===== src/rtl/tk1_region_mon.sv =====
// tk1_region_mon: NUM_REGIONS address-window access monitor with sticky CPU trap and first-violation capture.
// Optional violation counter enabled by defining TK1_MON_VIOL_CNT_EN.
module tk1_region_mon #(
    parameter int NUM_REGIONS = 4,
    parameter int CNT_WIDTH   = 16
) (
    input  logic        clk,
    input  logic        reset_n,
    input  logic        cpu_valid,
    input  logic        cpu_instr,
    input  logic [3:0]  cpu_wstrb,
    input  logic [31:0] cpu_addr,
    output logic        force_trap,
    input  logic        cs,
    input  logic        we,
    input  logic [7:0]  address,
    input  logic [31:0] write_data,
    output logic [31:0] read_data,
    output logic        ready
);
    localparam logic [1:0] DISABLED = 2'd0;
    localparam logic [1:0] ARMED    = 2'd1;
    localparam logic [1:0] TRAPPED  = 2'd2;

    if (NUM_REGIONS < 1 || NUM_REGIONS > 8 || CNT_WIDTH < 8 || CNT_WIDTH > 32) begin : g_param_err
        $error("tk1_region_mon: parameter out of range");
    end

    logic [1:0]  state;
    logic        trap_en;
    logic        violated;
    logic [31:0] viol_addr;
    logic [2:0]  viol_idx;
    logic [1:0]  viol_type;
    logic [31:0] first_q [NUM_REGIONS];
    logic [31:0] last_q  [NUM_REGIONS];
    logic [2:0]  perm_q  [NUM_REGIONS];
    logic        lock_q  [NUM_REGIONS];

    logic        reg_wr;
    logic [7:0]  roff;
    logic        region_sel;
    logic [1:0]  acc_type;
    logic        hit;
    logic [2:0]  hit_idx;
    logic        viol;
    logic [31:0] cnt_rd;
    logic [31:0] rd;

    assign reg_wr     = cs & we;
    assign roff       = address - 8'h10;
    assign region_sel = (address >= 8'h10) && (roff < 8'(4 * NUM_REGIONS));
    assign acc_type   = cpu_instr ? 2'd2 : (|cpu_wstrb ? 2'd1 : 2'd0);
    assign force_trap = state == TRAPPED;
    assign ready      = cs;

    // Scan high to low so the lowest matching region index is the one reported.
    always_comb begin
        hit     = 1'b0;
        hit_idx = 3'd0;
        for (int i = NUM_REGIONS - 1; i >= 0; i--)
            if (cpu_addr >= first_q[i] && cpu_addr <= last_q[i] && perm_q[i][acc_type]) begin
                hit     = 1'b1;
                hit_idx = i[2:0];
            end
    end

    assign viol = cpu_valid & (state != DISABLED) & hit;

    always_ff @(posedge clk or negedge reset_n) begin
        if (!reset_n) begin
            state     <= DISABLED;
            trap_en   <= 1'b0;
            violated  <= 1'b0;
            viol_addr <= '0;
            viol_idx  <= '0;
            viol_type <= '0;
        end else begin
            if (reg_wr && address == 8'h00) trap_en <= trap_en | write_data[1];
            if (state == DISABLED && reg_wr && address == 8'h00 && write_data[0]) state <= ARMED;
            else if (state == ARMED && viol && trap_en) state <= TRAPPED;
            if (viol && !violated) begin
                violated  <= 1'b1;
                viol_addr <= cpu_addr;
                viol_idx  <= hit_idx;
                viol_type <= acc_type;
            end
        end
    end

    always_ff @(posedge clk or negedge reset_n) begin
        if (!reset_n) begin
            for (int i = 0; i < NUM_REGIONS; i++) begin
                first_q[i] <= '0;
                last_q[i]  <= '0;
                perm_q[i]  <= '0;
                lock_q[i]  <= 1'b0;
            end
        end else begin
            for (int i = 0; i < NUM_REGIONS; i++)
                if (reg_wr && region_sel && roff[4:2] == i[2:0]) begin
                    if (!lock_q[i] && roff[1:0] == 2'd0) first_q[i] <= write_data;
                    if (!lock_q[i] && roff[1:0] == 2'd1) last_q[i]  <= write_data;
                    if (!lock_q[i] && roff[1:0] == 2'd2) perm_q[i]  <= write_data[2:0];
                    if (roff[1:0] == 2'd3) lock_q[i] <= lock_q[i] | write_data[0];
                end
        end
    end

`ifdef TK1_MON_VIOL_CNT_EN
    logic [CNT_WIDTH-1:0] cnt;
    logic                 cnt_clr;
    assign cnt_clr = reg_wr && address == 8'h03;
    // A clear coinciding with a violation still counts that violation.
    always_ff @(posedge clk or negedge reset_n) begin
        if (!reset_n) cnt <= '0;
        else if (viol) cnt <= cnt_clr ? CNT_WIDTH'(1) : (&cnt ? cnt : cnt + 1'b1);
        else if (cnt_clr) cnt <= '0;
    end
    assign cnt_rd = 32'(cnt);
`else
    assign cnt_rd = '0;
`endif

    always_comb begin
        rd = '0;
        if (address == 8'h00) rd = {30'd0, trap_en, state != DISABLED};
        if (address == 8'h01) rd = {22'd0, viol_type, 1'b0, viol_idx, 2'd0, state == TRAPPED, violated};
        if (address == 8'h02) rd = viol_addr;
        if (address == 8'h03) rd = cnt_rd;
        for (int i = 0; i < NUM_REGIONS; i++)
            if (region_sel && roff[4:2] == i[2:0])
                rd = roff[1:0] == 2'd0 ? first_q[i] :
                     roff[1:0] == 2'd1 ? last_q[i] :
                     roff[1:0] == 2'd2 ? {29'd0, perm_q[i]} : {31'd0, lock_q[i]};
    end

    assign read_data = (cs && !we) ? rd : 32'd0;
endmodule

===== config.mk =====
export PLATFORM = sky130hd
export DESIGN_NAME = tk1_region_mon
export DESIGN_NICKNAME = d
export VERILOG_FILES = /design/src/rtl/tk1_region_mon.sv
export SDC_FILE = /design/constraint.sdc
export NUM_CORES = 1
export LEC_CHECK = 0
export CORE_ASPECT_RATIO = 0.75
export CORE_UTILIZATION = 26
export CTS_BUF_LIST = sky130_fd_sc_hd__clkbuf_8
export DETAILED_ROUTE_END_ITERATION = 6
export GPL_ROUTABILITY_DRIVEN = 0
export PLACE_DENSITY = 0.46
export SYNTH_ARGS = -nofsm -noshare
export SYNTH_HDL_FRONTEND = slang
export SYNTH_SLANG_ARGS = --single-unit

===== constraint.sdc =====
create_clock -name clk -period 6.3 [get_ports clk]
set_input_delay 0.63 -clock clk [delete_from_list [all_inputs] [get_ports clk]]
set_output_delay 0.63 -clock clk [all_outputs]
set_load 0.1 [all_outputs]

=== Word-level counts from Yosys, hierarchy flattened ===
Index checks and enable logic that the tools add are counted.

* Order comparisons: 11
* Reduce and logical (&&, ||, !) cells: 67
* Add/sub/neg operators: 1
* Muxes and demuxes: 41
* Bitwise operators: 8
* Eq/ne operators: 11

{| class="wikitable"
|+ Operators by type and width
! cell !! count
|-
| $mux W32 || 16
|-
| $ge A32 B32 Y1 || 4
|-
| $le A32 B32 Y1 || 4
|-
| $logic_and A1 B1 Y1 || 38
|-
| $reduce_and A2 Y1 || 16
|-
| $mux W3 || 6
|-
| $eq A8 B2 Y1 const B || 2
|-
| $mux W2 || 6
|-
| $mux W1 || 9
|-
| $bmux W1 S2 || 4
|-
| $eq A8 B1 Y1 const B || 1
|-
| $ge A8 B5 Y1 const B || 1
|-
| $logic_not A8 Y1 || 1
|-
| $lt A8 B5 Y1 const B || 1
|-
| $sub A8 B5 Y8 const B || 1
|-
| $eq A2 B2 Y1 const B || 3
|-
| $eq A3 B2 Y1 const B || 2
|-
| $logic_not A1 Y1 || 6
|-
| $or A1 B1 Y1 || 5
|-
| $eq A2 B1 Y1 const B || 2
|-
| $logic_not A2 Y1 || 2
|-
| $reduce_bool A2 Y1 || 2
|-
| $reduce_or A4 Y1 || 1
|-
| $and A1 B1 Y1 || 3
|-
| other kinds (3) || 3
|}

* Output and inout bits: 34
* Bits in registers: 313
* Logic and storage cells: 161

=== Depth between registers and ports, before layout ===
Gate-level depths: netlist of the first run.

* Depth after elaboration: 15
* Mapped depth: 11
* Gate-level depth less buffers: 10

=== Least setup slack after synthesis of the first run ===
OpenSTA, ideal clock, no wires.

* Path type: input -> output
* From: in address[0]
* To: out read_data[11]
* Slack: 1819 ps
* Arrival: 3851 ps
* Cell stages on the path: 6
* Cells stage by stage: clkbuf_1 > clkbuf_1 > buf_1 > mux2i_1 > or3_1 > a31oi_1

* Longest elaborated chain between the ends: 9
* Elaborated cells on any way between the ends: 31

{| class="wikitable"
|+ Ends and longest elaborated chain
! item !! line !! source
|-
| from (decl) || 16 || <nowiki>input logic [7:0] address,</nowiki>
|-
| $sub A8 B5 Y8 || 51 || <nowiki>assign roff = address - 8'h10;</nowiki>
|-
| $lt A8 B5 Y1 / $eq A2 B1 Y1 (equally long branches) || 52, 134 ||
|-
| $logic_and A1 B1 Y1 / $mux W32 (equally long branches) || 52, 134 ||
|-
| $logic_and A1 B1 Y1 / $mux W32 (equally long branches) || 132, 133 ||
|-
| $mux W32 (3 in a row) || 132 || <nowiki>if (region_sel && roff[4:2] == i[2:0])</nowiki>
|-
| $mux W32 * || 132 ||
|-
| $mux W32 * || 138 || <nowiki>assign read_data = (cs && !we) ? rd : 32'd0;</nowiki>
|-
| to (decl) || 18 || <nowiki>output logic [31:0] read_data,</nowiki>
|}

Every way passes the cells marked *; elsewhere a longest branch is shown, timed or not.

=== Worst setup path after layout of the first run ===
* From: in address[5]
* To: out read_data[8]

* Longest elaborated chain between the ends: 9
* Elaborated cells on any way between the ends: 19

{| class="wikitable"
|+ Ends and longest elaborated chain
! item !! line
|-
| $sub A8 B5 Y8 / $eq A8 B1 Y1 (equally long branches) || 51, 128
|-
| $lt A8 B5 Y1 / $mux W32 (equally long branches) || 52, 128
|-
| $logic_and A1 B1 Y1 / $mux W32 (equally long branches) || 52, 129
|-
| $logic_and A1 B1 Y1 / $mux W32 (equally long branches) || 132, 130
|-
| $mux W32 (3 in a row) || 132
|-
| $mux W32 * || 132
|-
| $mux W32 * || 138
|}

Marked as above.

==> results.sh, run 1 <==
export IMPL_outcome="finished with violations"
export IMPL_violations="design-rule violations"
export IMPL_syn_avg_cell_area_sq_um=9.23
export IMPL_grt_total_usage=0.190
export IMPL_power_density_nw_per_um2=201
export IMPL_dp_slack_ns=1.08
export IMPL_max_freq_mhz=201
export IMPL_crit_path_start_kind="input pin"
export IMPL_setup_viol=0
export IMPL_cp_end_kind="output pin"
export IMPL_cp_arrival_ns=4.33
export IMPL_cts_tree="done"
export IMPL_first_global_vias=17240
export IMPL_tightest_slew_ns=1.09
export IMPL_crit_type="in -> out"
export IMPL_yosys_cell_types_count=66
export IMPL_cts_repair_resized=0
export IMPL_synth_flop_cell="dfrtp_1"
export IMPL_crit_slowest_cell="nand2b_2"
export IMPL_drive_gt1_frac=0.117
export IMPL_wl_mm=77.6
export IMPL_n_fill_cell=8294
export IMPL_wl_per_cell_microns=22.7
export IMPL_report_final_slew_viol_count=0
export IMPL_via_count=17204
export IMPL_place_area_sq_um=23000
export IMPL_dp_hpwl_mm=55.3
export IMPL_cts_clk_slew_worst_paths_ns=0.06
export IMPL_core_area_sq_um=79100
export IMPL_grt_pass1_wl_mm=115
export IMPL_seq_area_sq_um=7810
export IMPL_cts_made_buffers=58
export IMPL_hold_viol=0
export IMPL_drtIter0Drc=1248
export IMPL_clockRootBuffer="clkbuf_8"
export IMPL_critPathMaxStageDelay_ns=0.57
export IMPL_postCtsSetupBuffers=0
export IMPL_fp_dieW_microns=329
export IMPL_gr_total_overflow=0
export IMPL_syn_to_final_growth_pct=15.6
export IMPL_antenna_found_initial=2
export IMPL_routed_via_density=5.03
export IMPL_synth_edf_count=0
export IMPL_clock_latency_ns=0.69
export IMPL_post_route_min_period_ns=4.96
export IMPL_synthCells=2265
export IMPL_async_flop_share=1.00
export IMPL_critPathMaxFanout=16
export IMPL_clockBufferDepth=3
export IMPL_place_inst=3318
export IMPL_yosysWarnings=0
export IMPL_cts_max_level=2
export IMPL_fin_crit_sh=0.788
export IMPL_start_util=0.264
export IMPL_multi_input_area_sq_um=11600
export IMPL_die_area_sq_um=81500
export IMPL_io_buffers=115
export IMPL_nets=2670
export IMPL_holdBufCountCts=0
export IMPL_grt_max_degree=107
export IMPL_instances_no_fill=3420
export IMPL_rows=89
export IMPL_cts_sinks=312
export IMPL_relSlewSlack=0.265
export IMPL_io_pins=116
export IMPL_worst_slack_ns=1.34
export IMPL_path_cells="clkdlybuf4s50_1, nor3_1, nand2_1, nor3_1, nand2b_2, o22ai_1, nor3_1, a21oi_1, buf_4"
export IMPL_fin_util=0.306
export IMPL_ys_seq_area_frac=0.373
export IMPL_rsz0062_at_grt="false"
export IMPL_setup_tns_ns=0
export IMPL_die_y_microns=248
export IMPL_ys_ff_latch=312
export IMPL_required_ns=5.67
export IMPL_dr_pass1_iters=7
export IMPL_fin_area_sq_um=24200
export IMPL_drc=14
export IMPL_syn_area_sq_um=20900
export IMPL_crit_top_cell="nor3_1"
export IMPL_irDropWorstVdd_v=0.000131
export IMPL_antenna_left=0
export IMPL_leakagePower_nw=11.6
export IMPL_min_delay_path_class="in -> async"
export IMPL_synth_fp_nets=2603
export IMPL_fin_skew_ns=0.0407
export IMPL_maxCapViolCount=0
[metrics by stage]
step / power (mW) / hold slack [ns]
final: 4.85 / 0.0212
after global routing: 5.08 / 0.0833
after CTS: 4.90 / 0.0301
after detailed placement: 2.86 / 0.477
after global placement: 2.85 / 0.467
after floorplan: 2.54 / 0.334
[critical path, delay by kind of cell]
family / cells / cell delay (ns)
AOI/OAI and AO/OA: 2 / 1.06
buffers and inverters: 2 / 0.81
and+or+nand+nor: 5 / 1.81
[power by group]
part / switching (mW) / internal (mW) / leakage [nW] / total [mW]
Clock: 0.931 / 1.09 / 0.682 / 2.02
Sequential: 0.0470 / 2.08 / 3.42 / 2.13
Combinational: 0.451 / 0.252 / 7.51 / 0.703
[layout by cell type, fill, tap and decap left out, drive strengths merged, types with 4 or more instances in the layout]
master	Yosys	layout
dfrtp	312	312
inv	262	284
ha	256	256
nand2	252	252
o21ai	234	234
mux2i	130	130
mux2	117	117
a21oi	108	108
clkdlybuf4s50	0	81
clkbuf	115	79
nor2	65	65
or3	59	59
buf	18	58
nor3	57	57
nand4	42	42
a211oi	38	38
a31oi	29	29
nand3	22	22
a21o	17	17
o211ai	11	11
nor2b	10	10
a221oi	10	10
and4	10	10
nand2b	10	10
nor4	9	9
o22ai	8	8
a22oi	7	7
and3	5	5
o21a	5	5
mux4	4	4
a2111oi	4	4
[area by class of cell]
class                      instances  share of cell area
antenna                            1            0.000104
clock buffer                      78              0.0444
clock inverter                    23             0.00363
inverter                         262              0.0407
multi-input combinational       1558               0.481
sequential                       312               0.323
tap                             1046              0.0542
timing repair buffer             140              0.0530
[synthesized netlist by cell type, types with 3 or more instances]
library cell / number / area (sq um)
a2111oi_0: 3 / 26.3
a211o_1: 3 / 26.3
a211oi_1: 38 / 285
a21o_1: 17 / 128
a21oi_1: 108 / 541
a221o_1: 3 / 30.0
a221oi_1: 10 / 87.6
a22oi_1: 7 / 52.6
a31oi_1: 29 / 181
and3_1: 5 / 31.3
and4_1: 10 / 87.6
buf_1: 14 / 52.6
buf_12: 3 / 60.1
clkbuf_1: 115 / 432
dfrtp_1: 312 / 7810
ha_1: 256 / 3200
inv_1: 262 / 983
mux2_1: 3 / 33.8
mux2_2: 86 / 968
mux2_4: 28 / 420
mux2i_1: 130 / 1300
mux4_2: 4 / 90.1
nand2_1: 252 / 946
nand2b_1: 9 / 56.3
nand3_1: 22 / 110
nand4_1: 42 / 263
nor2_1: 65 / 244
nor2b_1: 10 / 62.6
nor3_1: 57 / 285
nor4_1: 8 / 50.1
o2111ai_1: 3 / 26.3
o211ai_1: 11 / 82.6
o21a_1: 5 / 37.5
o21ai_0: 232 / 1160
o22ai_1: 7 / 43.8
o41ai_1: 3 / 26.3
or3_1: 59 / 369
[state kept, by name, summed over array words and instances (netlist names)]
register   count
viol_addr     32
viol_type      2
lock_q         4
state          2
last_q       128
violated       1
trap_en        1
viol_idx       2
perm_q        12
first_q      128
[kinds of logic (layout without fill, tap and decap cells)]
family | Yosys count | in the layout | synth area share
muxes | 251 | 251 | 0.135
adders and majority gates | 256 | 256 | 0.153
other | 0 | 1 | 0
and+or+nand+nor | 555 | 555 | 0.127
DFF | 312 | 312 | 0.373
AOI/OAI and AO/OA | 496 | 496 | 0.139
buffers and inverters | 395 | 503 | 0.0734
[path summary, 6_finish.rpt]
path,startpoint,endpoint,slack (ns),cells past startpoint
setup reg to reg,last_q[110]$_DFFE_PN0P_,viol_addr[0]$_DFFE_PN0P_,2.02,11
hold reg to reg,trap_en$_DFFE_PN0P_,trap_en$_DFFE_PN0P_,0.49,1
min in group clk,trap_en$_DFFE_PN0P_,trap_en$_DFFE_PN0P_,0.49,1
hold / removal,reset_n,first_q[87]$_DFFE_PN0P_,0.02,1
max in group asynchronous,reset_n,last_q[27]$_DFFE_PN0P_,4.90,2
setup / recovery,address[5],read_data[8],1.34,9
[routing by layer]
metal | global-route usage | part of all wire
met1 | 0.292 | 0.51
met2 | 0.275 | 0.41
met4 | 0.0344 | 0.013
met5 | 0 | 0.00017
met3 | 0.0338 | 0.066
(Power assumes the default switching activity.)
==> run 2, diff against run 1 <==
- clock period: 6.3 -> 5 ns (I/O delays scaled with it)
==> results.sh, run 2 (synthesized netlist as in run 1, its figures left out) <==
export IMPL_drive_gt1_frac=0.126
export IMPL_outcome="finished with violations"
export IMPL_worstSetupStartpoint="address[5]"
export IMPL_post_route_min_period_ns=4.25
export IMPL_setup_tns_ns=0
export IMPL_leakagePower_nw=11.8
export IMPL_required_ns=4.50
export IMPL_fin_crit_sh=0.850
export IMPL_io_pins=116
export IMPL_maxCapViolCount=0
export IMPL_dr_pass1_iters=7
export IMPL_worstReg2RegStart="first_q[64]$_DFFE_PN0P_"
export IMPL_relSlewSlack=0.340
export IMPL_fin_skew_ns=0.0305
export IMPL_cts_max_level=2
export IMPL_tightest_slew_ns=0.987
export IMPL_nets=2692
export IMPL_via_count=17437
export IMPL_power_density_nw_per_um2=251
export IMPL_clockRootBuffer="clkbuf_8"
export IMPL_cp_arrival_ns=3.75
export IMPL_crit_type="in -> out"
export IMPL_crit_path_start_kind="input pin"
export IMPL_layout_commonest_cell="dfrtp_1"
export IMPL_drtIter0Drc=1415
export IMPL_cts_made_buffers=59
export IMPL_grt_pass1_wl_mm=117
export IMPL_io_buffers=115
export IMPL_clock_latency_ns=0.69
export IMPL_p_total_mw=6.23
export IMPL_violations="design-rule violations"
export IMPL_report_final_slew_viol_count=0
export IMPL_postCtsSetupBuffers=0
export IMPL_rows=89
export IMPL_min_delay_path_class="in -> async"
export IMPL_grt_max_degree=121
export IMPL_hold_viol=0
export IMPL_die_y_microns=248
export IMPL_fp_dieW_microns=329
export IMPL_die_area_sq_um=81500
export IMPL_irDropWorstVdd_v=0.000176
export IMPL_syn_to_final_growth_pct=18.5
export IMPL_cp_end_kind="output pin"
export IMPL_setup_viol=0
export IMPL_dp_hpwl_mm=56.7
export IMPL_gr_total_overflow=0
export IMPL_final_cell_mix="312 x dfrtp_1, 283 x inv_1, 256 x ha_1"
export IMPL_critPathMaxFanout=17
export IMPL_core_area_sq_um=79100
export IMPL_largest_registers="first_q (128), last_q (128), viol_addr (32)"
export IMPL_place_area_sq_um=23600
export IMPL_max_freq_mhz=235
export IMPL_wl_per_cell_microns=22.7
export IMPL_routed_via_density=5.06
export IMPL_fin_area_sq_um=24800
export IMPL_clockBufferDepth=3
export IMPL_cts_clk_slew_worst_paths_ns=0.06
export IMPL_cts_sinks=312
export IMPL_first_global_vias=17418
export IMPL_wl_mm=78.2
export IMPL_grt_total_usage=0.192
export IMPL_cts_tree="done"
export IMPL_start_util=0.264
export IMPL_rsz0062_at_grt="false"
export IMPL_antenna_found_initial=6
export IMPL_drc=14
export IMPL_antenna_left=0
## run 2: per-stage QoR
step / hold slack [ns] / worst slack, ns / instances / util
3_5_place_dp: 0.482 / 0.473 / 3338 / 0.298
4_1_cts: 0.431 / 0.632 / 3445 / 0.313
2_1_floorplan: 0.204 / 0.779 / 2265 / -
5_1_grt: 0.471 / 0.404 / 3445 / 0.313
3_3_place_gp: 0.473 / 0.265 / 3337 / 0.298
6_report: 0.420 / 0.750 / 3447 / 0.313
## run 2: final timing paths
path                                             to  slack (ns)  cells past startpoint
min reg2reg                     trap_en$_DFFE_PN0P_        0.50                      1
max in group asynchronous    last_q[70]$_DFFE_PN0P_        3.37                      3
max                                    read_data[8]        0.75                      9
min                         first_q[17]$_DFFE_PN0P_        0.42                      2
max reg2reg                viol_type[1]$_DFFE_PN0P_        1.47                     10
min in group clk           viol_addr[0]$_DFFE_PN0P_        0.47                      2
## run 2: what timing repair did
item,CTS,global route
endpoints found under the hold margin,96,0
hold buffers,1,0
resized for setup,0,0
## run 2: power breakdown
part	internal, mW	leakage [nW]	switching (mW)
combinational	0.330	7.71	0.568
sequential	2.62	3.42	0.0596
clock	1.42	0.704	1.22
## run 2: final cells by class
cell class / instances / area [sq um]
Clock inverter: 32 / 190
Tap cell: 1046 / 1310
Inverter: 262 / 983
Fill cell: 8170 / 54300
Multi-Input combinational cell: 1558 / 11600
Antenna cell: 2 / 5.00
Sequential cell: 312 / 7810
Clock buffer: 74 / 1020
Timing Repair Buffer: 161 / 1860
## run 2: critical path, cell delays in order
cell and delay, ns:
clkdlybuf4s50_1 0.39, nor3_1 0.44, nand2_1 0.19, nor3_1 0.43, nand2b_2 0.48, o22ai_1 0.41, nor3_1 0.11, a21oi_1 0.51
buf_12 0.26
## run 2: per-layer routing
layer	wire length [microns]	part of all wire	track usage
met1	39100	0.50	0.289
met2	32100	0.41	0.275
met3	5790	0.074	0.0435
met4	1240	0.016	0.0426
met5	13	0.00017	0
